### config.mk
export PLATFORM = sky130hd
export DESIGN_NAME = aidc_lite_comp_ctrl
export DESIGN_NICKNAME = d
export VERILOG_FILES = /design/src/rtl/aidc_lite_pkg.sv /design/src/rtl/aidc_lite_rr_arb2.sv /design/src/rtl/aidc_lite_comp_ctrl.sv
export SDC_FILE = /design/constraint.sdc
export NUM_CORES = 1
export LEC_CHECK = 0
export ABC_AREA = 1
export ABC_CLOCK_PERIOD_IN_PS = 2150
export CAP_MARGIN = 40
export CORE_AREA = 2 2 445 447
export DETAILED_ROUTE_END_ITERATION = 12
export DIE_AREA = 0 0 447 449
export PLACE_DENSITY = 0.46
export SETUP_SLACK_MARGIN = 0.15
export SYNTH_ARGS = -nofsm -noshare
export SYNTH_HDL_FRONTEND = slang
export SYNTH_SLANG_ARGS = --single-unit
### constraint.sdc
create_clock -name clk -period 2.15 [get_ports clk]
set_input_delay 0.645 -clock clk [delete_from_list [all_inputs] [get_ports clk]]
set_output_delay 0.645 -clock clk [all_outputs]
set_load 0.01 [all_outputs]
### src/rtl/aidc_lite_pkg.sv
// AIDC-Lite shared definitions.
// Block geometry, controller states and the response bundle.
package aidc_lite_pkg;

  localparam int AIDC_BEATS      = 8;
  localparam int AIDC_BEAT_W     = 64;
  localparam int AIDC_BLK_SIZE_W = 11;
  localparam int AIDC_BLK_W      = AIDC_BEATS * AIDC_BEAT_W;

  typedef enum logic [1:0] {
    IDLE  = 2'd0,
    ISSUE = 2'd1,
    WAIT  = 2'd2,
    RESP  = 2'd3
  } aidc_state_e;

  typedef struct packed {
    logic                       id;
    logic [AIDC_BLK_SIZE_W-1:0] size;
    logic                       raw;
    logic                       err;
  } aidc_rsp_t;

  function automatic logic [AIDC_BEAT_W-1:0] aidc_beat(
    input logic [AIDC_BLK_W-1:0] blk,
    input logic [2:0]            idx
  );
    return blk[idx*AIDC_BEAT_W +: AIDC_BEAT_W];
  endfunction

endpackage

### src/rtl/aidc_lite_rr_arb2.sv
// AIDC-Lite 2-way round-robin arbiter.
// Pointer names the preferred requester; it flips past each grant.
module aidc_lite_rr_arb2 (
  input  logic       clk,
  input  logic       rst_n,
  input  logic [1:0] req,
  input  logic       en,
  output logic [1:0] gnt
);

  logic ptr;

  // pick a requester; contention resolved by the pointer
  always_comb begin
    gnt = 2'b00;
    if (en) begin
      if (req == 2'b11) begin
        gnt = ptr ? 2'b10 : 2'b01;
      end else begin
        gnt = req;
      end
    end
  end

  // after a grant, prefer the other requester next time
  always_ff @(posedge clk) begin
    if (!rst_n) begin
      ptr <= 1'b0;
    end else if (|gnt) begin
      ptr <= gnt[0];
    end
  end

endmodule

### src/rtl/aidc_lite_comp_ctrl.sv
// AIDC-Lite compression block controller.
// Grants a block, streams 8 beats, awaits done, returns the result.
module aidc_lite_comp_ctrl
  import aidc_lite_pkg::*;
#(
  parameter int TIMEOUT  = 64,
  parameter int RAW_BITS = 512
) (
  input  logic                             clk,
  input  logic                             rst_n,
  input  logic [1:0]                       req_valid_i,
  input  logic [1:0][AIDC_BLK_W-1:0]       req_data_i,
  output logic [1:0]                       req_ready_o,
  output logic                             comp_valid_o,
  output logic                             comp_sop_o,
  output logic                             comp_eop_o,
  output logic [AIDC_BEAT_W-1:0]           comp_data_o,
  input  logic                             comp_done_i,
  input  logic [AIDC_BLK_SIZE_W-1:0]       comp_blk_size_i,
  output logic                             rsp_valid_o,
  input  logic                             rsp_ready_i,
  output logic                             rsp_id_o,
  output logic [AIDC_BLK_SIZE_W-1:0]       rsp_size_o,
  output logic                             rsp_raw_o,
  output logic                             rsp_err_o
);

  localparam logic [7:0] TMO_LAST = 8'(TIMEOUT - 1);
  localparam logic [AIDC_BLK_SIZE_W-1:0] RAW_LIM =
    AIDC_BLK_SIZE_W'(RAW_BITS);

  aidc_state_e           state;
  logic [AIDC_BLK_W-1:0] blk;
  logic                  blk_id;
  logic [2:0]            beat;
  logic [7:0]            tmo;
  aidc_rsp_t             rsp;
  logic [1:0]            gnt;
  logic                  gnt_en;
  logic                  tmo_hit;
  logic                  last_beat;

  assign gnt_en    = rst_n && (state == IDLE);
  assign tmo_hit   = (tmo == TMO_LAST);
  assign last_beat = (beat == 3'd7);

  aidc_lite_rr_arb2 u_arb (
    .clk   (clk),
    .rst_n (rst_n),
    .req   (req_valid_i),
    .en    (gnt_en),
    .gnt   (gnt)
  );

  assign req_ready_o  = gnt;
  assign comp_valid_o = (state == ISSUE);
  assign comp_sop_o   = comp_valid_o && (beat == 3'd0);
  assign comp_eop_o   = comp_valid_o && last_beat;
  assign comp_data_o  = comp_valid_o ? aidc_beat(blk, beat) : '0;
  assign rsp_valid_o  = (state == RESP);
  assign rsp_id_o     = rsp.id;
  assign rsp_size_o   = rsp.size;
  assign rsp_raw_o    = rsp.raw;
  assign rsp_err_o    = rsp.err;

  // block FSM: capture, stream, wait for done or timeout, hold result
  always_ff @(posedge clk) begin
    if (!rst_n) begin
      state  <= IDLE;
      blk    <= '0;
      blk_id <= 1'b0;
      beat   <= 3'd0;
      tmo    <= 8'd0;
      rsp    <= '0;
    end else begin
      unique case (state)
        IDLE: begin
          if (|gnt) begin
            blk    <= gnt[1] ? req_data_i[1] : req_data_i[0];
            blk_id <= gnt[1];
            beat   <= 3'd0;
            state  <= ISSUE;
          end
        end
        ISSUE: begin
          beat <= beat + 3'd1;
          if (last_beat) begin
            tmo   <= 8'd0;
            state <= WAIT;
          end
        end
        WAIT: begin
          tmo <= tmo + 8'd1;
          if (comp_done_i) begin
            rsp.id   <= blk_id;
            rsp.size <= comp_blk_size_i;
            rsp.raw  <= (comp_blk_size_i > RAW_LIM);
            rsp.err  <= 1'b0;
            state    <= RESP;
          end else if (tmo_hit) begin
            rsp.id   <= blk_id;
            rsp.size <= '0;
            rsp.raw  <= 1'b1;
            rsp.err  <= 1'b1;
            state    <= RESP;
          end
        end
        RESP: begin
          if (rsp_ready_i) begin
            state <= IDLE;
          end
        end
        default: state <= IDLE;
      endcase
    end
  end

endmodule

==> Yosys cells after proc, flatten, opt, wreduce, memory -nomap -nowiden <==
Cells that the tools add are included.
{ "classes": {"n_eq_ne": 10, "shifts": 1, "n_addsub": 2, "div": 0, "bitwise": 0, "n_lt_le_gt_ge": 1, "n_mux": 17, "reduce_logical": 14, "n_mul": 0} }
{ "op_table": {"columns": ["op", "count"], "rows": [
  ["$mux 512", 1],
  ["$shiftx 512x10->64", 1],
  ["$mux 64", 1],
  ["$mux 14", 2],
  ["$mux 2", 8],
  ["$pmux 8 s2", 1],
  ["$gt 11x10->1 const B", 1],
  ["$add 8x1->8 const B", 1],
  ["$eq 8x6->1 const B", 1],
  ["$mux 8", 1],
  ["$pmux 2 s4", 1],
  ["$reduce_and 2->1", 4],
  ["$eq 2x2->1 const B", 3],
  ["$ne 2x1->1 const B", 3],
  ["$pmux 3 s2", 1],
  ["$reduce_bool 2->1", 3],
  ["$reduce_and 4->1", 1],
  ["$add 3x1->3 const B", 1],
  ["$eq 3x3->1 const B", 1],
  ["$logic_and 1x1->1", 3],
  ["$logic_not 3->1", 1],
  ["$mux 3", 1],
  ["$ne 3x3->1 const B", 1],
  ["$eq 2x1->1 const B", 1],
  ["2 further kinds", 2]
]} }
{ "word_totals": {"mem_bits_ro": 0, "input_bits": 1041, "latchBits": 0, "register_bits": 541, "elab_cells": 55, "ramBits": 0, "memories": 0} }

==> Depth between registers and ports, before layout <==
{ "depth": {"word_depth": 6, "mapped_depth": 13} }

==> Modules after synthesis <==
Synthesis repeated with hierarchy kept, for this count alone.
{ "unflattened": {"hier_cells": 4507, "hier_area_um2": 28889.0} }
{ "modules_own_cells": {"columns": ["module", "area_per_inst_um2", "instances", "cells_per_inst"], "rows": [
  ["aidc_lite_comp_ctrl", 28818.9, 1, 4495],
  ["aidc_lite_rr_arb2", 70.1, 1, 12]
]} }

==> Least setup slack after synthesis <==
No wires, ideal clock.
{ "synth_path": {"path_kind": "flip-flop to output port", "startpoint": "register state[1]", "endpoint": "output comp_data_o[3]", "arrival_time_ps": 1715, "required_time_ps": 1505, "stages_incl_launch_ff": 9, "path_buffers": 3, "slack_ps": -210, "path_cell_list": "dfxtp_1 inv_1 ha_1 buf_2 inv_1 or2_1 buf_1 clkbuf_1 o21ai_0"} }
{ "synth_via": {"elab_chain_cells": 2} }
{ "synth_rtl": {"columns": ["item", "line_no", "rtl"], "rows": [
  ["start, declared", "aidc_lite_comp_ctrl.sv:32", "aidc_state_e state;"],
  ["start signal, assigned", "aidc_lite_comp_ctrl.sv:69", "state <= IDLE;"],
  ["start signal, assigned", "aidc_lite_comp_ctrl.sv:82", "state <= ISSUE;"],
  ["start signal, assigned", "aidc_lite_comp_ctrl.sv:89", "state <= WAIT;"],
  ["$eq 2x1->1", "aidc_lite_comp_ctrl.sv:56", "assign comp_valid_o = (state == ISSUE);"],
  ["net comp_valid_o", "aidc_lite_comp_ctrl.sv:14", "output logic comp_valid_o,"],
  ["$mux 64", "aidc_lite_comp_ctrl.sv:59", "assign comp_data_o = comp_valid_o ? aidc_beat(blk, beat) : '0;"],
  ["end, declared", "aidc_lite_comp_ctrl.sv:17", "output logic [AIDC_BEAT_W-1:0] comp_data_o,"]
]} }
The timed path passes the listed nets, and every way through them passes these cells.

==> Worst setup path in the final report <==
{ "layout_path": {"startpoint": "register beat[0]", "endpoint": "output comp_data_o[17]"} }
{ "layout_via": {"elab_chain_cells": 2} }
{ "layout_rtl": {"columns": ["item", "line_no", "rtl"], "rows": [
  ["start, declared", "aidc_lite_comp_ctrl.sv:35", "logic [2:0] beat;"],
  ["start signal, assigned", "aidc_lite_comp_ctrl.sv:86", "beat <= beat + 3'd1;"],
  ["$shiftx 512x10->64", "aidc_lite_pkg.sv:28", "return blk[idx*AIDC_BEAT_W +: AIDC_BEAT_W];"],
  ["$mux 64", "aidc_lite_comp_ctrl.sv:59", null]
]} }
No other way between the ends.

==> flow_metrics.py <==
metrics = {
    "floorplan": {
        "effective_utilization_at_floorplan_pct": 16.03,
        "die_width_um": 447,
        "pin_count": 1125,
        "core-area_mm2": 0.1962,
        "die-area_mm2": 0.2007,
        "chipHeight_um": 449,
        "rows": 163,
    },
    "timing": {
        "timing.final.max_slew_violations": 0,
        "final-setup-viol-count": 593,
        "layout_min_cycle_time_ns": 3.125,
        "rsz0062_at_grt": "yes",
        "maxSlewHeadroom_pct": 13.16,
        "whs_ns": 0.4347,
        "max_slew.worst_pin.slew_ns": 1.303,
        "timing.final.hold_violations": 0,
        "final_worst_slack_ns": -0.9755,
        "finalCritPeriodShare_pct": 145.4,
        "skew_ns": 0.03778,
        "achievable-frequency_mhz": 320.0,
    },
    "layout": {
        "fillerInstances": 21430,
        "ff_latch_area_mm2": 0.01084,
        "multiInputGateArea_mm2": 0.01864,
        "nets": 7396,
        "areaGrowthSynthToFinish_pct": 79.33,
        "layout-drive-gt1-share_pct": 24.55,
    },
    "cts": {
        "tritoncts": "yes",
        "ctsRootBufferMaster": "clkbuf_16",
        "tritoncts_num_sinks": 541,
        "clk_transition_reported_paths_ns": 0.06,
        "htreeDepth": 3,
        "numCtsBuffers": 75,
        "clk_latency_ns": 0.69,
        "cts_buffer_depth": 3,
    },
    "global_route": {
        "pin_count_of_the_biggest_net_entering_global_routing": 191,
        "number_of_global_route_vias_before_repair": 36450,
        "wire_length_of_the_first_global_routing_pass_um": 280000,
        "initial_antenna_violation_count": 78,
        "grt.total_usage_pct": 19.69,
        "grt_overflow": 0,
    },
    "route": {
        "routed_via_density": 4.314,
        "drtIter0Drc": 3476,
        "drcViolationCount": 0,
        "drt_wl_total_um": 218500,
        "final_antenna_net_count": 0,
        "dr_total_vias": 39180,
        "drt-wirelength-per-cell_um": 24.05,
        "drt_pre_antenna_iters": 6,
    },
    "worst_setup_path": {
        "crit_path_end_kind": "output port",
        "critPathLaunchType": "register",
        "timing.critical_path.required_ns": 1.50,
        "timing.critical_path.fanout_max": 8,
        "crit_type": "register to output port",
        "crit_arrival_ns": 2.48,
    },
    "placement": {
        "dpl.hpwl_um": 163100,
        "routabilityCongestion": 0.9258,
        "dp_worst_setup_slack_ns": -1.147,
        "port-buffer-count": 1124,
    },
    "logic_synthesis": {
        "count_of_unique_library_cells_instantiated_by_yosys": 26,
        "postSynthRegisterBits": 541,
        "netlist_area_mm2": 0.03145,
        "synthDominantCellAreaShare_pct": 34.44,
        "synth_net_count": 6066,
        "ys_top_cells_by_area": "dfxtp_1, nand3_1, nand2_1",
        "seq_area_frac_synth_pct": 34.44,
        "netlist.top_cell.by_area": "dfxtp_1",
        "synth.yosys.warnings": 0,
        "syn_avg_cell_area_um2": 6.270,
        "postSynthCellCount": 5016,
    },
    "outcome": {
        "violations": "negative setup slack",
        "outcome": "finished with violations",
    },
    "job": {
        "max-cap-violations": 0,
    },
    "power": {
        "ir_worst_vdd_v": 0.0005611,
        "leakage_nw": 26.51,
        "power_per_cell_area_mw_per_mm2": 1100,
    },
    "worst_hold_path": {
        "timing.hold.worst.class": "primary input to register",
    },
}
## layout make-up
type                       count  area share [%]
timing repair inverter         1         0.02884
tap                         2640           5.857
antenna                       36          0.1597
multi-input combinational   3473           33.05
sequential                   541           19.23
inverter                     607           4.162
clock buffer                 100           3.818
timing repair buffer        1647           32.78
clock inverter                38          0.9229
## synthesized netlist by cell type (all sizes together)
cell    instances
dfxtp         541
clkinv          1
or2           513
and2            1
o21ai         327
nor2          271
o22ai         128
ha              9
nand3        1102
nor3            4
o21a            1
nand2        1082
nand4           4
buf           182
clkbuf        213
inv           606
a21oi          31
## worst paths after layout
kind	depth (start not counted)	endpoint	slack [ns]	startpoint
hold / removal	4	u_arb.ptr$_SDFFE_PN0P_	0.43	rst_n
setup reg to reg	15	blk[19]$_SDFFE_PN0P_	-0.30	state[0]$_SDFFE_PN0P_
hold reg to reg	2	rsp_size_o[9]$_SDFFE_PN0P_	0.46	rsp_size_o[9]$_SDFFE_PN0P_
setup / recovery	11	comp_data_o[17]	-0.98	beat[0]$_SDFFE_PN0P_
## flip-flops by register name, summed over array words and instances (netlist names)
signal and count:
blk 512, rsp_size_o 11, tmo 8, beat 3, state 2, blk_id 1, rsp_err_o 1, rsp_id_o 1
rsp_raw_o 1, u_arb.ptr 1
## logic make-up (layout without fill, tap and decap cells)
kind of cell / Yosys count / in the layout / share of synthesized area (%)
simple gates: 2977 / 2977 / 44.07
buf+inv: 1002 / 2393 / 12.87
flops: 541 / 541 / 34.44
compound gates: 487 / 487 / 8.267
fa+ha+maj: 9 / 9 / 0.3580
other cells: 0 / 36 / 0
## repair_timing
item	CTS	global route
buffers inserted	60	41
resized for setup	705	311
setup endpoints to repair	609	610
pin swaps	104	103
cloned	22	60
hold buffers	0	0
## layout by cell type (no fill, tap or decap), drive strengths merged
| master | netlist | final |
|---|---|---|
| a21oi | 31 | 31 |
| and2 | 1 | 1 |
| buf | 182 | 542 |
| bufbuf | 0 | 4 |
| bufinv | 0 | 9 |
| clkbuf | 213 | 147 |
| clkdlybuf4s15 | 0 | 1 |
| clkdlybuf4s50 | 0 | 1053 |
| clkinv | 1 | 21 |
| clkinvlp | 0 | 4 |
| dfxtp | 541 | 541 |
| diode | 0 | 36 |
| ha | 9 | 9 |
| inv | 606 | 612 |
| nand2 | 1082 | 1082 |
| nand3 | 1102 | 1102 |
| nand4 | 4 | 4 |
| nor2 | 271 | 271 |
| nor3 | 4 | 4 |
| o21a | 1 | 1 |
| o21ai | 327 | 327 |
| o22ai | 128 | 128 |
| or2 | 513 | 513 |
## report_power, final
group          switching (mW)  leakage, nW  total, mW  internal, mW
clock network            5.53         1.32       13.7          8.21
registers                2.03         4.47       14.6          12.6
logic                    17.2         20.7       33.7          16.5
total                    24.8         26.5       62.0          37.3
## worst max-delay path: stages, from the launching register on
cell	delay (ns)
dfxtp_4	0.39
buf_6	0.11
buf_12	0.14
buf_12	0.13
buf_6	0.10
buf_6	0.11
o21ai_2	0.06
o22ai_2	0.25
buf_4	0.17
nand3_4	0.07
o21ai_4	0.12
buf_6	0.13
## metrics by stage
step                util (%)  area [um2]  instances  power [mW]  setup TNS [ns]
global route           28.73       56370       9070       65.45         -194.09
finish                 28.75       56400       9083       62.04         -143.29
global placement       24.65       48360       8727       40.89         -296.07
floorplan                  -       32120       5016       28.52               0
CTS                    27.23       53420       8947       58.19         -150.39
detailed placement     24.65       48360       8727       40.93         -307.74
## metal layers
layer  track usage [%]  up-vias  routed length (um)
met5                 0        -                 269
met4             6.403       42                7286
met3             3.652      302               14240
met2             32.26     1440              101900
met1             25.84    18700               94770
li1                  -    18700                   -
No activity file was read; power rests on OpenSTA's default activity.
